`src/rtl/pipe_ctrl_hazard.sv`:
```
// Control decode, D/E/M/W control pipeline and hazard unit for a 5-stage RISC-V core.
// Define PIPE_CTRL_FWD_EN to build E-stage forwarding; without it RAW hazards are resolved by stalling.
module pipe_ctrl_hazard #(
  parameter int         REG_AW      = 5,
  parameter logic [2:0] RESULT_LOAD = 3'b001
) (
  input  logic              clk,
  input  logic              reset,
  input  logic [6:0]        opD,
  input  logic [2:0]        funct3D,
  input  logic              funct7b5D,
  input  logic [REG_AW-1:0] Rs1D,
  input  logic [REG_AW-1:0] Rs2D,
  input  logic [REG_AW-1:0] RdD,
  input  logic              ZeroE,
  input  logic              OverflowE,
  input  logic              CarryE,
  input  logic              NegativeE,
  output logic [2:0]        ResultSrcW,
  output logic              MemWriteM,
  output logic              PCSrcE,
  output logic              ALUSrcE,
  output logic              RegWriteW,
  output logic              PCResultSrcE,
  output logic [2:0]        ImmSrcD,
  output logic [3:0]        ALUControlE,
  output logic [1:0]        ForwardAE,
  output logic [1:0]        ForwardBE,
  output logic              StallF,
  output logic              StallD,
  output logic              FlushD,
  output logic              FlushE
);

  typedef struct packed {
    logic [6:0]        op;
    logic [2:0]        funct3;
    logic              regWrite;
    logic [2:0]        resultSrc;
    logic              memWrite;
    logic [3:0]        aluControl;
    logic              aluSrc;
    logic              pcResultSrc;
    logic [REG_AW-1:0] rd;
  } deCtlT;

  logic       regWriteD, memWriteD, aluSrcD, pcResultSrcD;
  logic [2:0] resultSrcD;
  logic [1:0] aluOpD;
  logic [3:0] aluControlD;
  deCtlT      deD, deE;

  logic              regWriteM;
  logic [2:0]        resultSrcM;
  logic [REG_AW-1:0] rdM;
  logic              lwStall;

  // Main decoder. ResultSrc: 000 ALU, RESULT_LOAD memory, 010 PC+4, 011 imm, 100 PC+imm.
  always_comb begin
    regWriteD    = 1'b0;
    memWriteD    = 1'b0;
    aluSrcD      = 1'b0;
    pcResultSrcD = 1'b0;
    resultSrcD   = 3'b000;
    ImmSrcD      = 3'b000;
    aluOpD       = 2'b00;
    case (opD)
      7'b0000011: begin regWriteD = 1'b1; aluSrcD = 1'b1; resultSrcD = RESULT_LOAD; end
      7'b0100011: begin memWriteD = 1'b1; aluSrcD = 1'b1; ImmSrcD = 3'b001; end
      7'b0110011: begin regWriteD = 1'b1; aluOpD = 2'b10; end
      7'b0010011: begin regWriteD = 1'b1; aluSrcD = 1'b1; aluOpD = 2'b10; end
      7'b1100011: begin ImmSrcD = 3'b010; aluOpD = 2'b01; end
      7'b1101111: begin regWriteD = 1'b1; ImmSrcD = 3'b011; resultSrcD = 3'b010; end
      7'b1100111: begin
        regWriteD    = 1'b1;
        aluSrcD      = 1'b1;
        resultSrcD   = 3'b010;
        pcResultSrcD = 1'b1;
      end
      7'b0110111: begin regWriteD = 1'b1; ImmSrcD = 3'b100; resultSrcD = 3'b011; end
      7'b0010111: begin regWriteD = 1'b1; ImmSrcD = 3'b100; resultSrcD = 3'b100; end
      default: ;
    endcase
  end

  // ALU decoder. funct7b5 selects SUB only for R-type; in I-type it is an immediate bit.
  always_comb begin
    aluControlD = 4'b0000;
    case (aluOpD)
      2'b01: aluControlD = 4'b0001;
      2'b10: begin
        case (funct3D)
          3'b000:  aluControlD = (funct7b5D && opD[5]) ? 4'b0001 : 4'b0000;
          3'b001:  aluControlD = 4'b0111;
          3'b010:  aluControlD = 4'b0101;
          3'b011:  aluControlD = 4'b0110;
          3'b100:  aluControlD = 4'b0100;
          3'b101:  aluControlD = funct7b5D ? 4'b1001 : 4'b1000;
          3'b110:  aluControlD = 4'b0011;
          default: aluControlD = 4'b0010;
        endcase
      end
      default: aluControlD = 4'b0000;
    endcase
  end

  assign deD = {opD, funct3D, regWriteD, resultSrcD, memWriteD, aluControlD,
                aluSrcD, pcResultSrcD, RdD};

  always_ff @(posedge clk or posedge reset) begin
    if (reset)       deE <= '0;
    else if (FlushE) deE <= '0;
    else             deE <= deD;
  end

  assign ALUControlE  = deE.aluControl;
  assign ALUSrcE      = deE.aluSrc;
  assign PCResultSrcE = deE.pcResultSrc;

  // Branch decoder. CarryE is the no-borrow flag of rs1-rs2, so unsigned less-than is !CarryE.
  always_comb begin
    PCSrcE = 1'b0;
    case (deE.op)
      7'b1100011: begin
        case (deE.funct3)
          3'b000:  PCSrcE = ZeroE;
          3'b001:  PCSrcE = ~ZeroE;
          3'b100:  PCSrcE = NegativeE ^ OverflowE;
          3'b101:  PCSrcE = ~(NegativeE ^ OverflowE);
          3'b110:  PCSrcE = ~CarryE;
          3'b111:  PCSrcE = CarryE;
          default: PCSrcE = 1'b0;
        endcase
      end
      7'b1101111, 7'b1100111: PCSrcE = 1'b1;
      default: PCSrcE = 1'b0;
    endcase
  end

  always_ff @(posedge clk or posedge reset) begin
    if (reset) begin
      regWriteM  <= 1'b0;
      resultSrcM <= 3'b000;
      MemWriteM  <= 1'b0;
      rdM        <= '0;
      RegWriteW  <= 1'b0;
      ResultSrcW <= 3'b000;
    end else begin
      regWriteM  <= deE.regWrite;
      resultSrcM <= deE.resultSrc;
      MemWriteM  <= deE.memWrite;
      rdM        <= deE.rd;
      RegWriteW  <= regWriteM;
      ResultSrcW <= resultSrcM;
    end
  end

`ifdef PIPE_CTRL_FWD_EN
  logic [REG_AW-1:0] rs1E, rs2E, rdW;

  always_ff @(posedge clk or posedge reset) begin
    if (reset) begin
      rs1E <= '0;
      rs2E <= '0;
    end else if (FlushE) begin
      rs1E <= '0;
      rs2E <= '0;
    end else begin
      rs1E <= Rs1D;
      rs2E <= Rs2D;
    end
  end

  always_ff @(posedge clk or posedge reset) begin
    if (reset) rdW <= '0;
    else       rdW <= rdM;
  end

  // M is the younger producer, so it wins over W.
  always_comb begin
    ForwardAE = 2'b00;
    ForwardBE = 2'b00;
    if (regWriteM && (rdM != '0) && (rdM == rs1E))      ForwardAE = 2'b10;
    else if (RegWriteW && (rdW != '0) && (rdW == rs1E)) ForwardAE = 2'b01;
    if (regWriteM && (rdM != '0) && (rdM == rs2E))      ForwardBE = 2'b10;
    else if (RegWriteW && (rdW != '0) && (rdW == rs2E)) ForwardBE = 2'b01;
  end

  assign lwStall = (deE.resultSrc == RESULT_LOAD) && (deE.rd != '0) &&
                   ((deE.rd == Rs1D) || (deE.rd == Rs2D));
`else
  assign ForwardAE = 2'b00;
  assign ForwardBE = 2'b00;

  // No bypass: hold D until the producer has reached W (write-first register file).
  assign lwStall = ((Rs1D != '0) && ((deE.regWrite && (Rs1D == deE.rd)) ||
                                     (regWriteM && (Rs1D == rdM)))) ||
                   ((Rs2D != '0) && ((deE.regWrite && (Rs2D == deE.rd)) ||
                                     (regWriteM && (Rs2D == rdM))));
`endif

  assign StallF = lwStall;
  assign StallD = lwStall;
  assign FlushD = PCSrcE;
  assign FlushE = lwStall | PCSrcE;

endmodule
```
`config.mk`:
```
export PLATFORM = sky130hd
export DESIGN_NAME = pipe_ctrl_hazard
export DESIGN_NICKNAME = d
export VERILOG_FILES = /design/src/rtl/pipe_ctrl_hazard.sv
export SDC_FILE = /design/constraint.sdc
export NUM_CORES = 1
export LEC_CHECK = 0
export CAP_MARGIN = 20
export CORE_MARGIN = 2
export CORE_UTILIZATION = 30
export CTS_CLUSTER_DIAMETER = 100
export DETAILED_ROUTE_END_ITERATION = 7
export PLACE_DENSITY = 0.59
export SYNTH_ARGS = -nofsm -noshare
export SYNTH_HDL_FRONTEND = slang
export SYNTH_SLANG_ARGS = --single-unit
```
`constraint.sdc`:
```
create_clock -name clk -period 2.1 [get_ports clk]
set_input_delay 0.21 -clock clk [delete_from_list [all_inputs] [get_ports clk]]
set_output_delay 0.21 -clock clk [all_outputs]
set_load 0.005 [all_outputs]
```
==> flow_summary.toml, run 1 <==
[timing]
fmax_mhz = 466
rsz0062_at_grt = "true"
finalMaxSlewViolations = 0
fin_crit_sh = 1.02
hold_viol = 0
setup_ws_ns = -0.0481
clock_skew_ns = 0.00363
finalSetupViolCount = 1
holdWs_ns = 0.332
period_needed_ns = 2.15

[clocking]
clock_path_buffers = 2
clock_tree.root_cell = "clkbuf_8"
clock-sinks = 40
postCtsHoldBufs = 0
clk_latency_ns = 0.29
numCtsBuffers = 5
path_clk_slew_ns = 0.07
cts_max_level = 2
cts_tree = "yes"

[status]
status = "finished with violations"
violations = "negative setup slack"

[die]
dieArea_um2 = 7560
io_pins = 55
die_h_um = 87.0
chipWidth_um = 87.0
initial_core_util = 0.307
rows = 30
core_um2 = 6720

[layout]
multi_input_area_um2 = 1040
synthToLayoutAreaGrowth_pct = 42.5
final_nets = 281
fillers = 671
mostFrequentLayoutCell = "clkdlybuf4s50_1"
num_antenna_cells = 0
final_cell_mix = "clkdlybuf4s50_1, dfrtp_1, buf_4, xor2_1, nor3b_2"
drive_gt1_frac = 0.315
seqCellArea_um2 = 1000
utilization = 0.438

[routing]
num_vias = 1521
drt-pass1-iter-count = 4
ant_nets = 0
drc = 0
post_drt_wl_per_cell_um = 14.0
drt_iter0_drc = 45
routed_wirelength_mm = 4.60
vias_per_cell = 4.64

[pwr]
power.density_nw_per_um2 = 542
vdd_drop_max_mv = 0.195
leakagePower_nw = 1.31

[setup_path]
cp_slowest_cell = "dfrtp_1"
worstSetupStartpoint = "deE[2]"
reg2reg_to = "ALUControlE[1]"
endpoint_kind = "primary output"
rr_worst_depth = 8
cp-endpoint = "FlushE"
cp_slowest_stage_delay_ns = 0.42
r2r_start = "deE[16]"
path_depth = 6
worstSetupStartpointType = "flip-flop"
cp_cell_sequence = "xor2_1, nor4_2, a32oi_2, o211ai_4, or2_4, buf_6"
cp_max_fo = 4
cp.required_ns = 1.89
arrival_ns = 1.94
path_delay_family = "simple AND/OR/NAND/NOR gates"
reg2reg_slack_ns = 0.11
crit_type = "reg -> out"
path_buf_inv = 1

[yosys]
yosys_warnings = 0
postSynthAreaPerCell_um2 = 11.6
synth-seq-cells = 40
seq_area_frac_synth = 0.485
synth_cells = 178
syn_area_um2 = 2060
synth_cell_type_count = 40

[grt]
grt_pass1_vias = 1562
grt_max_degree = 41
overflow = 0
grt_usage = 0.130
grt_pass1_wl_mm = 7.52
antenna_found_initial = 0

[min_path]
hold_class = "in -> async"

[placement]
place_congestion = 0.834
dp_hpwl_mm = 3.29
port-buffer-count = 50

[run]
maxCapViolations = 0
-- kinds of logic after synthesis --
| kind of cell | share of synthesized area |
|---|---|
| multiplexers | 0.00970 |
| AO/OA/AOI/OAI | 0.0503 |
| buffers and inverters | 0.0733 |
| XOR/XNOR | 0.105 |
| adder cells (fa/ha/maj) | 0.0121 |
| flip-flops | 0.485 |
| other | 0.00182 |
| AND/OR/NAND/NOR | 0.263 |
-- layout make-up --
| type | count | area share |
|---|---|---|
| clock inverter | 2 | 0.00340 |
| clock buffer | 6 | 0.0281 |
| timing repair buffer | 77 | 0.236 |
| inverter | 4 | 0.00510 |
| sequential | 40 | 0.340 |
| tap | 80 | 0.0340 |
| multi-input combinational | 119 | 0.353 |
-- how the worst min path moves through the flow --
stage / depth (start not counted) / end / slack (ns) / from
after CTS: 0 / resultSrcM[2] / 0.35 / deE[14]
after global routing: 0 / MemWriteM / 0.36 / deE[11]
after detailed placement: 0 / ResultSrcW[1] / 0.33 / resultSrcM[1]
after floorplan: 0 / MemWriteM / 0.33 / deE[11]
after global placement: 0 / ResultSrcW[1] / 0.33 / resultSrcM[1]
final: 3 / ResultSrcW[1] / 0.33 / reset
-- Yosys cell counts (all sizes together) --
library cell  instances  area share
nand2                 8       0.015
a2111oi               1      0.0073
nor3                  8       0.035
inv                   4      0.0073
conb                  1      0.0018
ha                    2       0.012
a21oi                 4      0.0097
nor2b                 2      0.0061
a41oi                 1      0.0079
o21ai                 5       0.012
buf                  17       0.064
xor2                 18       0.076
and2                  2      0.0061
nand4                 2      0.0061
nand2b                1      0.0030
nor3b                15       0.091
o211ai                1      0.0061
or3                   2      0.0061
and3                  2      0.0061
and2b                 2      0.0079
xor3                  1       0.012
nand3                 6       0.015
dfrtp                40        0.48
nor4b                 1      0.0042
a32oi                 1      0.0042
mux2i                 2      0.0097
or4                   2      0.0073
nand3b                1      0.0036
nor4                 10       0.030
or2                   1      0.0030
clkbuf                1      0.0018
xnor2                 4       0.017
a31oi                 1      0.0030
nor2                  8       0.015
nand4b                1      0.0042
-- metrics by stage --
| step | setup slack (ns) | TNS [ns] | instances | total power, mW | area, um2 |
|---|---|---|---|---|---|
| after floorplan | 0.174 | 0 | 181 | 0.951 | 2080 |
| after global placement | -0.470 | -7.32 | 317 | 1.08 | 2730 |
| after detailed placement | -0.472 | -7.42 | 317 | 1.08 | 2730 |
| after CTS | -0.0481 | -0.0518 | 328 | 1.60 | 2890 |
| after global routing | -0.138 | -0.272 | 328 | 1.68 | 2940 |
| final | -0.0481 | -0.0481 | 328 | 1.59 | 2940 |
-- state kept, by name, indices dropped and copies added (netlist names) --
name          count
ALUSrcE           1
RegWriteW         1
regWriteM         1
ResultSrcW        3
resultSrcM        3
rdM               5
MemWriteM         1
ALUControlE       4
PCResultSrcE      1
deE              20
-- power by group --
part,internal [mW],switching (mW)
Sequential,0.797,0.0184
Clock,0.262,0.254
Combinational,0.145,0.117
-- timing repair --
action / in CTS / in global routing
endpoints found under the setup margin: 18 / 30
setup buffers: 3 / 0
hold endpoints to repair: 0 / 0
pin swaps: 6 / 5
gates resized for setup: 29 / 14
-- per-layer routing --
metal | vias to the layer above | track usage | wire (um)
met2 | 49 | 0.197 | 2120
met4 | 0 | 0.0398 | 55
met1 | 721 | 0.174 | 2050
li1 | 746 | - | -
met5 | - | 0 | 0
met3 | 5 | 0.0455 | 371
-- tightest hold or removal path, stage by stage --
cell and delay (ns):
clkdlybuf4s50_1 0.39, inv_1 0.05, buf_4 0.40
Power figures use the tool's default switching activity.
==> inputs of run 2 (changes only) <==
- PLACE_DENSITY: 0.59 -> 0.61
- RECOVER_POWER: unset -> 50
- clock period: 2.1 -> 1.85 ns (I/O delays scaled with it)
==> run 2 against run 1 <==
The run still ends with negative setup slack left. Register-to-register slack lost 0.32 ns. First-iteration DRC count shrank 8.9%. Final cell count grew 6.7%. Non-clock buffer count grew 23. Critical path type unchanged.
==> flow_summary.toml, run 2 (synthesis gave the netlist of run 1 again) <==
[status]
status = "finished with violations"
violations = "negative setup slack"

[layout]
top_register = "deE"
final_nets = 304
mostFrequentLayoutCell = "dfrtp_1"
synthToLayoutAreaGrowth_pct = 62.3
stdcell_area_um2 = 3350
utilization = 0.499
largest_reg_flops = 20
final_cell_mix = "dfrtp_1, clkdlybuf4s50_1, buf_4, xor2_1, nor3b_2"
drive_gt1_frac = 0.385
num_antenna_cells = 0

[pwr]
power_mw = 1.78
p_sw_frac = 0.245
power_switching_mw = 0.436
power.density_nw_per_um2 = 532
vdd_drop_max_mv = 0.316
leakagePower_nw = 1.50
clkPwrFrac = 0.296
combPwrFrac = 0.185
internal_power_mw = 1.35
p_seq_frac = 0.520

[routing]
ant_nets = 0
vias_per_cell = 4.65
drc = 0
drt_iter0_drc = 41
num_vias = 1627
drt-pass1-iter-count = 4
post_drt_wl_per_cell_um = 14.6
routed_wirelength_mm = 5.12

[grt]
overflow = 0
grt_max_degree = 41
grt_usage = 0.146
antenna_found_initial = 0
grt_pass1_vias = 1646
grt_pass1_wl_mm = 8.30

[placement]
place_congestion = 0.833
dp_hpwl_mm = 3.47
port-buffer-count = 50
dpl-instance-area_um2 = 2820
dp_slack_ns = -0.707

[timing]
rsz0062_at_grt = "true"
fin_crit_sh = 1.17
setup-tns-final_ns = -4.47
finalSetupViolCount = 26
fmax_mhz = 464
period_needed_ns = 2.16
hold_viol = 0
slew-limit-headroom = 0.369
setup_ws_ns = -0.307
finalMaxSlewViolations = 0
clock_skew_ns = 0.00471
tightest_slew_ns = 0.946

[die]
dieArea_um2 = 7560
rows = 30
core_um2 = 6720
initial_core_util = 0.307
io_pins = 55
die_h_um = 87.0
chipWidth_um = 87.0

[setup_path]
worstSetupStartpointType = "flip-flop"
reg2reg_slack_ns = -0.21
crit_type = "reg -> out"
cp_max_fo = 3
endpoint_kind = "primary output"
arrival_ns = 1.97
cp.required_ns = 1.66

[clocking]
cts_tree = "yes"
postCtsHoldBufs = 0
clock_path_buffers = 2
path_clk_slew_ns = 0.07
cts_max_level = 2
numCtsBuffers = 5
clock_tree.root_cell = "clkbuf_8"
clk_latency_ns = 0.28
clock-sinks = 40

[min_path]
hold_class = "reg -> reg"

[run]
maxCapViolations = 0
-- run 2: area by class of cell --
cell class	count	area, um2
Tap cell	80	100
Clock buffer	6	72.6
Inverter	4	15.0
Clock inverter	1	5.00
Sequential cell	40	1000
Multi-Input combinational cell	119	1140
Fill cell	603	3370
Timing Repair Buffer	100	1020
-- run 2: per-layer routing --
layer | up-vias | part of all wire | track usage
li1 | 789 | - | -
met1 | 783 | 0.43 | 0.200
met2 | 50 | 0.48 | 0.229
met3 | 5 | 0.074 | 0.0389
met4 | 0 | 0.011 | 0.0384
met5 | - | 0 | 0
-- run 2: power groups by stage --
stage,clock [mW],sequential (mW),combinational [mW]
floorplan,0,0.939,0.141
global placement,0,0.943,0.289
detailed placement,0,0.943,0.292
CTS,0.543,0.926,0.317
global route,0.588,0.929,0.362
finish,0.527,0.926,0.330
-- run 2: final timing paths --
| path | start | end | depth (start not counted) |
|---|---|---|---|
| min in group asynchronous | reset | ResultSrcW[2] | 3 |
| max in group asynchronous | reset | deE[25] | 3 |
| worst min register to register | deE[14] | resultSrcM[2] | 0 |
| worst max register to register | deE[3] | deE[12] | 10 |
| worst max-delay path | deE[16] | FlushE | 6 |
| worst min-delay path | deE[14] | resultSrcM[2] | 0 |
-- run 2: worst max-delay path: stages, from the launching register on --
cell and delay, ns:
dfrtp_1 0.38, xor3_1 0.23, or3_4 0.41, a41oi_4 0.19
nor3_4 0.10, or2_4 0.27, buf_6 0.11
-- run 2: what timing repair did --
item,4_1_cts,5_1_grt
setup buffers,8,7
pin swaps,16,24
cloned,2,0
setup endpoints to repair,34,33
gates resized for setup,76,21
-- run 2: per-stage QoR --
step                      hold slack, ns  std cells
after global placement             0.335        329
after CTS                          0.338        345
after floorplan                    0.331        181
after detailed placement           0.337        329
final                              0.350        350
after global routing               0.363        350
